`src/rtl/player_pkg.sv`:
```
// Shared encodings for the music player control slice.
package player_pkg;

  typedef enum logic [1:0] {
    ST_PAUSED    = 2'd0,
    ST_PLAYING   = 2'd1,
    ST_RESETTING = 2'd2
  } state_t;

  localparam logic [1:0] MODE_STOP         = 2'd0;
  localparam logic [1:0] MODE_REPEAT       = 2'd1;
  localparam logic [1:0] MODE_ADVANCE      = 2'd2;
  localparam logic [1:0] MODE_ADVANCE_ONCE = 2'd3;

endpackage

```
`src/rtl/song_index_counter.sv`:
```
// Up/down modulo-NUM_SONGS song index counter; inc wins over dec.
module song_index_counter #(
  parameter int NUM_SONGS = 4,
  parameter int SONG_W    = 2
) (
  input  logic              clk,
  input  logic              reset,
  input  logic              inc,
  input  logic              dec,
  output logic [SONG_W-1:0] count,
  output logic              last,
  output logic              first
);

  localparam logic [SONG_W-1:0] LAST_IDX = SONG_W'(NUM_SONGS - 1);

  assign last  = (count == LAST_IDX);
  assign first = (count == '0);

  // Step the index with explicit wrap so non-power-of-two counts stay in range.
  always_ff @(posedge clk) begin
    if (reset) begin
      count <= '0;
    end else if (inc) begin
      count <= last ? '0 : count + 1'b1;
    end else if (dec) begin
      count <= first ? LAST_IDX : count - 1'b1;
    end
  end

endmodule

```
`src/rtl/playback_controller.sv`:
```
// Master play/pause/song-select sequencer for song_reader with end-of-song policy.
module playback_controller
  import player_pkg::*;
#(
  parameter int NUM_SONGS = 4,
  parameter int SONG_W    = 2
) (
  input  logic              clk,
  input  logic              reset,
  input  logic              play_button,
  input  logic              next_button,
  input  logic              prev_button,
  input  logic [1:0]        loop_mode,
  input  logic              song_done,
  output logic              play,
  output logic              reset_player,
  output logic [SONG_W-1:0] song
);

  state_t state, state_nxt;
  logic   resume_q, resume_nxt;
  logic   inc, dec;
  logic   song_last, song_first;

  song_index_counter #(
    .NUM_SONGS (NUM_SONGS),
    .SONG_W    (SONG_W)
  ) u_song_index_counter (
    .clk   (clk),
    .reset (reset),
    .inc   (inc),
    .dec   (dec),
    .count (song),
    .last  (song_last),
    .first (song_first)
  );

  // Decode at most one event per cycle by priority; RESETTING drops everything.
  always_comb begin
    state_nxt  = state;
    resume_nxt = resume_q;
    inc        = 1'b0;
    dec        = 1'b0;
    case (state)
      ST_PAUSED, ST_PLAYING: begin
        if (next_button) begin
          inc        = 1'b1;
          state_nxt  = ST_RESETTING;
          resume_nxt = (state == ST_PLAYING);
        end else if (prev_button) begin
          dec        = 1'b1;
          state_nxt  = ST_RESETTING;
          resume_nxt = (state == ST_PLAYING);
        end else if (song_done && state == ST_PLAYING) begin
          state_nxt = ST_RESETTING;
          case (loop_mode)
            MODE_STOP:         resume_nxt = 1'b0;
            MODE_REPEAT:       resume_nxt = 1'b1;
            MODE_ADVANCE: begin
              inc        = 1'b1;
              resume_nxt = 1'b1;
            end
            default: begin
              inc        = 1'b1;
              resume_nxt = !song_last;
            end
          endcase
        end else if (play_button) begin
          state_nxt = (state == ST_PLAYING) ? ST_PAUSED : ST_PLAYING;
        end
      end
      ST_RESETTING: state_nxt = resume_q ? ST_PLAYING : ST_PAUSED;
      default:      state_nxt = ST_PAUSED;
    endcase
  end

  // State, resume flag and outputs registered together from the next state.
  always_ff @(posedge clk) begin
    if (reset) begin
      state        <= ST_PAUSED;
      resume_q     <= 1'b0;
      play         <= 1'b0;
      reset_player <= 1'b0;
    end else begin
      state        <= state_nxt;
      resume_q     <= resume_nxt;
      play         <= (state_nxt == ST_PLAYING);
      reset_player <= (state_nxt == ST_RESETTING);
    end
  end

  logic unused_first;
  assign unused_first = song_first;

endmodule
```
`config.mk`:
```
export PLATFORM = sky130hd
export DESIGN_NAME = playback_controller
export DESIGN_NICKNAME = d
export VERILOG_FILES = /design/src/rtl/player_pkg.sv /design/src/rtl/song_index_counter.sv /design/src/rtl/playback_controller.sv
export SDC_FILE = /design/constraint.sdc
export NUM_CORES = 1
export LEC_CHECK = 0
export CORE_MARGIN = 3
export CORE_UTILIZATION = 30
export CTS_CLUSTER_SIZE = 28
export DETAILED_ROUTE_END_ITERATION = 16
export SLEW_MARGIN = 20
export SYNTH_ARGS = -nofsm -noshare
export SYNTH_HDL_FRONTEND = slang
export SYNTH_SLANG_ARGS = --single-unit
```
`constraint.sdc`:
```
create_clock -name clk -period 2.2 [get_ports clk]
set_input_delay 0.33 -clock clk [delete_from_list [all_inputs] [get_ports clk]]
set_output_delay 0.33 -clock clk [all_outputs]
set_load 0.05 [all_outputs]
```
After elaboration in Yosys (flattened, before gate mapping)
Index checks and enable logic that the tools add are counted.

operators by class
  add/sub/neg operators = 2
  $mul = 0
  div/mod/pow operators = 0
  magnitude comparators = 0
  equal/unequal tests = 7
  shift-type cells = 0
  muxes and demuxes = 23
  bitwise gates (word level) = 0
  reduce and logical (&&, ||, !) cells = 11

operator list
  cell                   number
  $mux W2                8
  $mux W1                13
  $eq A2 B2 Y1 const B   4
  $eq A2 B1 Y1 const B   3
  $logic_not A2 Y1       3
  $reduce_or A2 Y1       3
  $pmux W2 S2            1
  $reduce_bool A3 Y1     1
  $add A2 B1 Y2 const B  1
  $pmux W1 S2            1
  $reduce_and A2 Y1      1
  $reduce_bool A2 Y1     1
  $sub A2 B1 Y2 const B  1
  $logic_and A1 B1 Y1    1
  $logic_not A1 Y1       1

storage, ports and cells
  bits in registers = 7
  bits in latches = 0
  memory bits (writable) = 0
  bits in read-only memories = 0
  input port bits = 8
  output and inout bits = 4
  logic and storage cells = 48
  memories = 0

Longest topological paths before layout
  word-level depth = 8
  mapped depth = 5
  mapped depth without buffers = 5

By module
From an unflattened synthesis, not the netlist that was laid out.

second synthesis, totals
  cells, all modules = 45
  area total of the unflattened synthesis = 415.4 µm²

modules (own cells, without submodules)
  module               times used  cells an instance  area each (µm²)  sequential area each (µm²)
  playback_controller  1           31                 290.3            100.1
  song_index_counter   1           14                 125.1            40.0

Least setup slack after synthesis
No wires, ideal clock.

  path kind = reg2reg
  from = reg u_song_index_counter.count[0]
  to = reg u_song_index_counter.count[1]
  arrival time = 1483 ps
  data required time = 2081 ps
  slack = 598 ps
  cell stages (with the launch flop) = 6
  buffers on the path = 0
  path through = dfxtp_1 inv_1 ha_1 nor2_1 mux2i_1 o221a_2

on the way
  word-level cells in the longest chain between the ends = 4
  elaborated cells on any way between the ends = 8
  those cells by class = 2 x add/sub; 1 x eq/ne; 4 x mux; 1 x reduce/logical

RTL lines
  what                                                      line                                                RTL
  start, declared                                           song_index_counter.sv:10                            output logic [SONG_W-1:0] count,
  start signal, assigned                                    song_index_counter.sv:25                            count <= last ? '0 : count + 1'b1;
  start signal, assigned                                    song_index_counter.sv:27                            count <= first ? LAST_IDX : count - 1'b1;
  $sub A2 B1 Y2 / $logic_not A2 Y1 (equally long branches)  song_index_counter.sv:27, song_index_counter.sv:18
  $mux W2                                                   song_index_counter.sv:27
  $mux W2                                                   song_index_counter.sv:26                            end else if (dec) begin
  $mux W2 (*)                                               song_index_counter.sv:24                            end else if (inc) begin

Mark *: on every way between the ends. The rest lies on a longest branch, timed or not. The select of a mux whose other input is x is not followed.
A chain may end at the register's enable or synchronous reset.

Final worst setup path
  from = reg u_song_index_counter.count[0]
  to = out song[0]

RTL lines
  what           line                       RTL
  end, declared  playback_controller.sv:17  output logic [SONG_W-1:0] song

No word-level cell between the ends.

==> results by group <==
Global routing
  – Largest net degree at the start of global routing: 11
  – Initial antenna violation count: 0
  – Vias in the first global route: about 340
  – Total GRT Usage: 0.100
  – GR Layer Usage met3: 0.0279
  – First-pass GRT wire length: 1390 um
  – Busiest metal layer after global routing: met2
  – Met1 usage: 0.116
  – Global route overflow: 0
  – Met2 Use GR: 0.140

Power
  – Clock share of power: 0.323
  – Peak supply drop: between 0.15 and 0.2 mV
  – Switching Fraction: 0.305
  – Int Pwr: 0.000252 W
  – LEAKAGE: 0.244 nW
  – PwrDens: about 600 nW/um2
  – Flop pwr share: 0.401
  – Combinational share of power: 0.276
  – Sw Pwr: 0.000110 W

Final layout
  – # diodes: 0
  – P&R area growth vs syn: 31.9%
  – Most frequent cells in the layout: clkdlybuf4s50_1 (11), dfxtp_1 (7), inv_1 (5), ha_1 (5)
  – # nets final: 75
  – Layout cell share with drive strength beyond 1: 0.115
  – Commonest non-fill, non-tap cell in the layout: clkdlybuf4s50_1

Clock network
  – Clock latency on the worst-skew pair: about 0.25 ns
  – Clk sink count: 7
  – H-tree level count: 1
  – CTS Root Cell: clkbuf_4
  – Number of post-CTS setup repair buffers: 0
  – Clk slew on worst S/H paths: 0.05 ns
  – # hold bufs at CTS: 0
  – Post-CTS resize count: 0
  – CTS tree: yes
  – Num CTS Buffers: 3
  – Max clock buf depth: 2

Logic synthesis
  – Seq/Total Area, Yosys: 0.311
  – Synth unique cells: 24
  – Post-Syn Nets: 60
  – Post-synth top area share: 0.311
  – Top cells by area, synth: dfxtp_1 (31%), ha_1 (14%), a211oi_1 (5.0%), mux2i_1 (4.4%), inv_1 (4.2%)
  – Synth warn: 0
  – Post-Syn Area: approximately 450 um2
  – FF+latch count, synth: 7
  – Syn_area_per_cell: approximately 9.6 um2
  – Mapped Cells: 47
  – Leading area contributor after synthesis: dfxtp_1

Worst setup path
  – Crit path DAT: 1.44 ns
  – CP delay by family, top: buffers and inverters
  – CP cell instances: clkdlybuf4s50_1
  – Critical path capture point type: output port
  – Largest stage delay on the critical path: roughly 0.82 ns
  – Slowest cell on crit path: clkdlybuf4s50_1
  – Max Fanout on Critical Path: 4
  – Critical path class: reg -> out
  – Crit path buf inv count: 1
  – CP startpoint kind: flip-flop
  – Critical Path RT: approximately 1.9 ns

Routing
  – Routed vias: approximately 400
  – Initial drt markers: 11
  – Routed WL per cell: 11.3 um
  – Post-Route WL: about 860 um
  – Post-route ant nets: 0
  – Via density: 5.25
  – Drt drc: 0
  – First-pass iteration count of the detailed router: 4

Placement
  – Pre-CTS setup slack: 0.212 ns
  – Hpwl dp: roughly 670 um
  – Port buffer count: 11
  – Final GP Congestion: 0.768

Die
  – Die footprint: approximately 2000 um2
  – Die width: about 45 um
  – Core footprint: 1350 um2
  – Die Ht: 44.8 um
  – Initial core utilization: 0.334
  – Num ports: 12
  – Cell Rows: 13

Run
  – Max cap viols: 0

STA
  – Max Clock Freq: between 500 and 600 MHz
  – Worst Tran Pin Value: between 0.4 and 0.5 ns
  – Slew margin rel.: 0.674
  – RSZ-0062 raised after global routing: no
  – Worst setup margin: between 0.4 and 0.5 ns
  – Layout Skew: 0.00354 ns
  – Max Slew Vio Count: 0
  – Final Setup Violations: 0
  – Minimum clock period: 1.77 ns
  – Final Cycle Share: 0.805
  – Final hold vios: 0
  – Setup TNS: 0 ns

Status
  – Status: complete, no violations

Min path
  – Worst Hold Class: reg -> reg
-- synth_stat cells --
library cell,count
a21oi_1,3
nand4bb_2,1
o221a_2,1
nand2_1,1
nand4bb_1,1
a211o_1,1
a31oi_1,1
a221oi_1,1
or2b_2,1
nand4_1,1
buf_6,1
or3_1,2
o32ai_1,1
and2b_2,1
nand3b_1,1
a211oi_1,3
nor2_1,3
inv_1,5
dfxtp_1,7
mux2i_1,2
nor2b_1,2
a311oi_1,1
xor2_1,1
ha_1,5
-- flip-flops by register name, summed over array words and instances (netlist names) --
| register | cells |
|---|---|
| u_song_index_counter.count | 2 |
| resume_q | 1 |
| reset_player | 1 |
| state | 2 |
| play | 1 |
-- layer usage --
| metal | wire [um] | vias to the layer above | part of all wire |
|---|---|---|---|
| li1 | - | 207 | - |
| met1 | 414 | 181 | 0.48 |
| met2 | 384 | 9 | 0.45 |
| met3 | 46 | 2 | 0.053 |
| met4 | 16 | 0 | 0.019 |
| met5 | 0 | - | 0 |
-- metrics by stage --
| step | total power [W] | instances | area (um2) | util | hold WS, ns |
|---|---|---|---|---|---|
| global route | 0.000386 | 76 | 594 | 0.440 | 0.531 |
| detailed placement | 0.000248 | 72 | 568 | 0.421 | 0.505 |
| CTS | 0.000368 | 76 | 594 | 0.440 | 0.513 |
| floorplan | 0.000213 | 47 | 450 | - | 0.399 |
| finish | 0.000362 | 76 | 594 | 0.440 | 0.515 |
| global placement | 0.000249 | 72 | 568 | 0.421 | 0.505 |
-- worst paths after layout --
kind,depth (start not counted),startpoint,endpoint,slack [ns]
worst max-delay path,1,u_song_index_counter.count[0],song[0],0.43
worst min-delay path,2,resume_q,state[0],0.51
worst max register to register,5,u_song_index_counter.count[0],u_song_index_counter.count[1],0.90
worst min register to register,2,resume_q,state[0],0.51
-- power groups by stage --
stage	clock network, W	logic (W)	registers (W)
after CTS	0.000123	0.000100	0.000145
final	0.000117	0.0000998	0.000145
after floorplan	0	0.0000459	0.000167
after global routing	0.000130	0.000109	0.000147
after global placement	0	0.000101	0.000148
after detailed placement	0	0.0000996	0.000148
-- logic make-up (layout without fill, tap and decap cells) --
kind of cell               after synthesis  in the layout  synth area share
DFF                                      7              7             0.311
muxes                                    2              2            0.0444
xor gates and xnor gates                 1              1            0.0194
adders and majority gates                5              5             0.139
and+or+nand+nor                         14             14             0.219
AOI/OAI and AO/OA                       12             12             0.200
buffers and inverters                    6             20            0.0667
-- final cells by class --
cell class,count,area [um2]
repair buffers,11,110
inverters,5,18.8
multi-input cells,34,280
clock buffers,4,26.3
fillers,139,756
flip-flops and latches,7,140
well taps,15,18.8
(Power assumes the default switching activity.)
